`config.mk`:
```
export PLATFORM = sky130hd
export DESIGN_NAME = fifo_rd_pack
export DESIGN_NICKNAME = d
export VERILOG_FILES = /design/src/rtl/fifo_rd_pack.sv
export SDC_FILE = /design/constraint.sdc
export NUM_CORES = 1
export LEC_CHECK = 0
export CAP_MARGIN = 5
export CORE_MARGIN = 5
export CORE_UTILIZATION = 50
export DETAILED_ROUTE_END_ITERATION = 10
export HOLD_SLACK_MARGIN = 0.06
export PLACE_DENSITY = 0.85
export RECOVER_POWER = 25
export SKIP_LAST_GASP = 1
export SLEW_MARGIN = 10
export SYNTH_ARGS = -nofsm -noshare
export SYNTH_HDL_FRONTEND = slang
export SYNTH_SLANG_ARGS = --single-unit
```
`constraint.sdc`:
```
create_clock -name clk -period 2.24 [get_ports clk]
set_input_delay 0.224 -clock clk [delete_from_list [all_inputs] [get_ports clk]]
set_output_delay 0.224 -clock clk [all_outputs]
set_load 0.01 [all_outputs]
```
`src/rtl/fifo_rd_pack.sv`:
```
// Read-side packer for the cross-clock FIFO: pops PACK show-ahead words and
// presents them as one wide word on a registered valid/ready stream, with flush.
module fifo_rd_pack #(
    parameter int IN_WIDTH = 16,
    parameter int PACK     = 4
) (
    input  logic                     clk,
    input  logic                     rst_n,
    input  logic                     fifo_nempty,
    input  logic [IN_WIDTH-1:0]      fifo_data,
    output logic                     fifo_re,
    input  logic                     flush,
    output logic                     flush_done,
    output logic                     out_valid,
    input  logic                     out_ready,
    output logic [PACK*IN_WIDTH-1:0] out_data,
    output logic [3:0]               out_words
);

    localparam int         ACC_W = (PACK - 1) * IN_WIDTH;
    localparam logic [3:0] LAST  = 4'(PACK - 1);

    logic [ACC_W-1:0] acc;
    logic [3:0]       cnt;
    logic             flush_pend;
    logic             flush_ld_q;
    logic             out_free;
    logic             load_full;
    logic             load_flush;

    assign out_free   = ~out_valid | out_ready;
    // Gated by rst_n so the FIFO is never popped while this block is held in reset.
    assign fifo_re    = rst_n & fifo_nempty & ~flush_pend & ((cnt < LAST) | out_free);
    assign load_full  = fifo_re & (cnt == LAST);
    assign load_flush = flush_pend & (cnt != 4'd0) & out_free;

    // NOTE: acc is reset and cleared on every load because a partial word relies
    // on its unused high slots already being zero.
    always_ff @(posedge clk or negedge rst_n) begin
        if (!rst_n) begin
            acc <= '0;
            cnt <= '0;
        end else if (load_full || load_flush) begin
            acc <= '0;
            cnt <= '0;
        end else if (fifo_re) begin
            for (int i = 0; i < PACK - 1; i++) begin
                if (cnt == 4'(i)) acc[i*IN_WIDTH +: IN_WIDTH] <= fifo_data;
            end
            cnt <= cnt + 4'd1;
        end
    end

    always_ff @(posedge clk or negedge rst_n) begin
        if (!rst_n) begin
            out_data  <= '0;
            out_words <= '0;
            out_valid <= 1'b0;
        end else if (load_full) begin
            out_data  <= {fifo_data, acc};
            out_words <= 4'(PACK);
            out_valid <= 1'b1;
        end else if (load_flush) begin
            out_data  <= {{IN_WIDTH{1'b0}}, acc};
            out_words <= cnt;
            out_valid <= 1'b1;
        end else if (out_ready) begin
            out_valid <= 1'b0;
        end
    end

    // A flush arriving while one is pending is absorbed into the pending one.
    always_ff @(posedge clk or negedge rst_n) begin
        if (!rst_n) begin
            flush_pend <= 1'b0;
            flush_ld_q <= 1'b0;
            flush_done <= 1'b0;
        end else begin
            if (flush_pend && (load_flush || cnt == 4'd0)) flush_pend <= 1'b0;
            else if (flush)                                  flush_pend <= 1'b1;
            flush_ld_q <= load_flush;
            flush_done <= (flush_pend & (cnt == 4'd0)) | flush_ld_q;
        end
    end

endmodule

```
# After elaboration in Yosys (flattened, before gate mapping)
# Cells that the tools add are included.
# Widths: inputs -> output; s select.
# op_classes
n_bitwise,12
reduce_logical,15
add_sub_neg,1
mux,16
n_eq_ne,3
magnitude_cmp,1
# op_table
cell,count
$mux 64,2
$mux 48,2
$mux 16,3
$mux 4,4
$reduce_bool 2->1,6
$eq 4x2->1 const B,2
$and 1x1->1,7
$reduce_and 2->1,3
$mux 1,5
$add 4x1->4 const B,1
$eq 4x1->1 const B,1
$logic_not 4->1,1
$lt 4x2->1 const B,1
$reduce_bool 4->1,1
$or 1x1->1,3
$reduce_bool 3->1,1
$logic_or 1x1->1,2
$not 1->1,2
$logic_and 1x1->1,1
# word_totals
reg_bits,124
inputBits,21
elab_cells,58

# Logic depth before layout (Yosys ltp)
# depth
depth_word,8
depth_mapped,8

# Worst setup path after synthesis
# Ideal clock, no wire load.
# synth_timing
path_type,reg-to-reg
start,register cnt[0]
end,register out_data[10]
path_stages_with_launch,8
arrival_time_ns,1.791
t_required_ns,2.115
slack_ns,0.324
path_cell_list,dfrtp_1 > inv_1 > ha_1 > or3b_4 > nand3_4 > nand2_8 > buf_6 > mux2_4
# synth_via
elab_chain_len,5
elab_cells_between_ends,10
cone_classes,order compare (1); eq/ne (1); mux (1); bitwise (5); reduce/logical (2)
# synth_lines
item,line,source
from (decl),24,logic [3:0] cnt;
from (signal assigned),50,cnt <= cnt + 4'd1;
$lt 4x2->1,33,assign fifo_re = rst_n & fifo_nempty & ~flush_pend & ((cnt < LAST) | out_free);
$or 1x1->1,33,
$and 1x1->1,33,
$and 1x1->1,34,assign load_full = fifo_re & (cnt == LAST);
$mux 64 / $reduce_bool 2->1 (equally long branches),--,
to (signal assigned),60,"out_data <= {fifo_data, acc};"
to (signal assigned),64,"out_data <= {{IN_WIDTH{1'b0}}, acc};"
to (decl),16,"output logic [PACK*IN_WIDTH-1:0] out_data,"
# Several ways; a longest one is shown, not always the timed one.
# A chain may end at the register's enable or synchronous reset.

# Final worst setup path
# layout_timing
start,register cnt[1]
end,register out_data[27]
# Same word-level chain as after synthesis.

==> impl_metrics.csv <==
group,metric,value,unit
sta,timing.final.crit_share,0.9598,
power,p_leak,0.003524,uW
sta,fmax,465.1,MHz
flow_run,maxCapViolCount,0,
global_routing,grt_max_degree,63,
sta,setup_viol,0,
setup_path,r2r_start,"cnt[1]$_DFFE_PN0P_",
global_routing,first_global_vias,3452,
setup_path,critPathLaunch,"cnt[1]$_DFFE_PN0P_",
sta,slew_headroom,0.02880,
place,hpwl,7422,microns
setup_path,crit_type,"flop to flop",
cts,clock_latency,510,ps
final_layout,diodes,0,
sta,timing.final.max_slew_violations,0,
final_layout,area_growth,32.31,%
place,dpl-instance-area,6208,sq um
hold_path,hp-start,"flush",
power,ir_worst_vdd,0.6661,mV
sta,fin_skew,7.128,ps
place,dpl.cell_count,572,
sta,hold_violations,0,
power,powerDensity,1279,nW/um^2
sta,tightest_slew,1457,ps
global_routing,grt_pass1_wl,18510,microns
outcome,run_status,"finished, final reports clean",
sta,fin_crit,2150,ps
place,gp_congestion,0.7520,
drt,finalWirelength,11230,microns
drt,drt-pass1-iter-count,5,
floorplan,start_util,0.5064,
global_routing,grtUsageTotal,0.1889,
cts,numCtsBuffers,17,
final_layout,fin_cells,607,
floorplan,core,10180,sq um
cts,root_buffer,"clkbuf_8",
final_layout,mostFrequentLayoutCell,"dfrtp_1",
global_routing,grt-ovfl-total,0,
setup_path,cp.required,2630,ps
sta,rsz0062_at_grt,"no",
cts,h-tree-depth,4,
yosys,synth.avg_cell_area,14.82,sq um
hold_path,whs_path_depth,2,
yosys,ys_warn_count,0,
yosys,syn_inst,348,
drt,antenna_left,0,
cts,cts.sink_count,124,
final_layout,fin_nets,483,
hold_path,hold_class,"primary input to flop",
global_routing,antenna_found_initial,0,
yosys,syn_area,5157,sq um
drt,viasPerCell,5.180,
yosys,ys_seq_area_frac,0.6016,
cts,cts_tree,"yes",
setup_path,start_kind,"flop",
final_layout,multi_input_area,1893,sq um
setup_path,r2r_slack,90,ps
yosys,syn_nets,373,
drt,vias,3144,
floorplan,num_io_pins,92,
final_layout,fill_cells,754,
cts,path_clk_slew,60,ps
final_layout,design_area,6824,sq um
setup_path,endpoint_kind,"flop",
final_layout,drive_gt1_frac,0.2357,
yosys,synth-seq-cells,124,
drt,drcViolationCount,0,
floorplan,die-area,12450,sq um
place,portBuffers,91,
cts,cts_buffer_depth,2,
setup_path,rr_worst_depth,8,
sta,setup_tns,0,ps
drt,wl_per_cell,18.51,microns
floorplan,num_rows,37,
yosys,ys_types,32,
drt,drt_iter0_drc,149,
final_layout,final_cell_mix,"123 x dfrtp_1, 89 x clkdlybuf4s50_1, 54 x nor2_1, 51 x mux2i_1, 43 x mux2_4",
setup_path,path_max_fanout,62,
floorplan,die_h,111.6,microns
final_layout,regArea,3104,sq um
floorplan,dieWidth,111.6,microns
setup_path,arrival,2540,ps
## cell families after synthesis
| kind of cell | count (synthesis) | share of synthesized area |
|---|---|---|
| mux | 100 | 0.2373 |
| simple gates | 75 | 0.07885 |
| xor+xnor | 3 | 0.005096 |
| compound gates | 20 | 0.03251 |
| flops | 124 | 0.6017 |
| fa+ha+maj | 4 | 0.009704 |
| buf+inv | 22 | 0.03493 |
## per-stage QoR
stage          total power [uW]    util  setup WS (ps)  hold slack [ps]
6_report                   8728  0.6700          90.14            330.4
5_1_grt                    9192  0.6700          39.95            331.8
4_1_cts                    8812  0.6706          121.7            311.6
3_5_place_dp               6118  0.6096          24.20            36.64
3_3_place_gp               5980  0.6096          105.8            35.96
2_1_floorplan              5077       -          324.2           -71.59
## Yosys cell counts, drive strengths merged
cell type	instances	area share
nand4	5	0.013
a22o	17	0.029
nand2	4	0.0061
inv	4	0.0029
nor3	1	0.00097
or3b	1	0.0022
nor2	56	0.044
a31o	1	0.0017
a21oi	1	0.00097
nand2b	1	0.0012
buf	18	0.032
nand3	3	0.0053
and4	1	0.0017
nand3b	1	0.0015
ha	4	0.0097
dfrtp	124	0.60
and3b	1	0.0017
xor2	2	0.0034
mux2	49	0.14
and2	1	0.0012
xnor2	1	0.0017
o21ai	1	0.00097
mux2i	51	0.099
## critical path: stages (launching register included)
cell	delay (ps)
dfrtp_1	410
buf_4	170
inv_1	70
ha_1	160
or3b_4	400
nand3_4	160
nand2_8	80
buf_12	220
mux2_4	340
## worst paths after layout
check / endpoint
max in group asynchronous: out_data[11]$_DFFE_PN0P_
setup reg to reg: out_data[27]$_DFFE_PN0P_
min in group asynchronous: flush_done$_DFF_PN0_
setup / recovery: out_data[27]$_DFFE_PN0P_
hold reg to reg: flush_done$_DFF_PN0_
hold / removal: flush_pend$_DFFE_PN0P_
## flip-flops by register name (all words and copies together) (netlist names)
| register | count |
|---|---|
| out_data | 64 |
| flush_pend | 1 |
| out_valid | 1 |
| flush_ld_q | 1 |
| cnt | 4 |
| acc | 48 |
| out_words | 4 |
| flush_done | 1 |
## layout make-up
type                            count  share of cell area
Sequential cell                   124              0.4549
Clock inverter                     13             0.02109
Timing Repair Buffer              109              0.1562
Multi-Input combinational cell    202              0.2774
Inverter                            4            0.002200
Tap cell                          136             0.02494
Clock buffer                       19             0.06326
## power breakdown
group,switching [uW],total [uW],internal (uW)
registers,439,3370,2930
clock network,988,2600,1610
logic,1250,2750,1500
## routing by layer
| metal | vias to the layer above | GRT usage | wire length [microns] |
|---|---|---|---|
| li1 | 1438 | - | - |
| met1 | 1615 | 0.2361 | 4809 |
| met2 | 80 | 0.3213 | 5815 |
| met3 | 11 | 0.05543 | 524 |
| met4 | 0 | 0.05353 | 83 |
| met5 | - | 0 | 0 |
## repair_timing
item	in CTS	in global routing
resized for setup	7	0
endpoints found under the hold margin	124	0
buffers inserted	1	0
hold buffers	2	0
endpoints found under the setup margin	1	0
No activity file was read; power rests on OpenSTA's default activity.
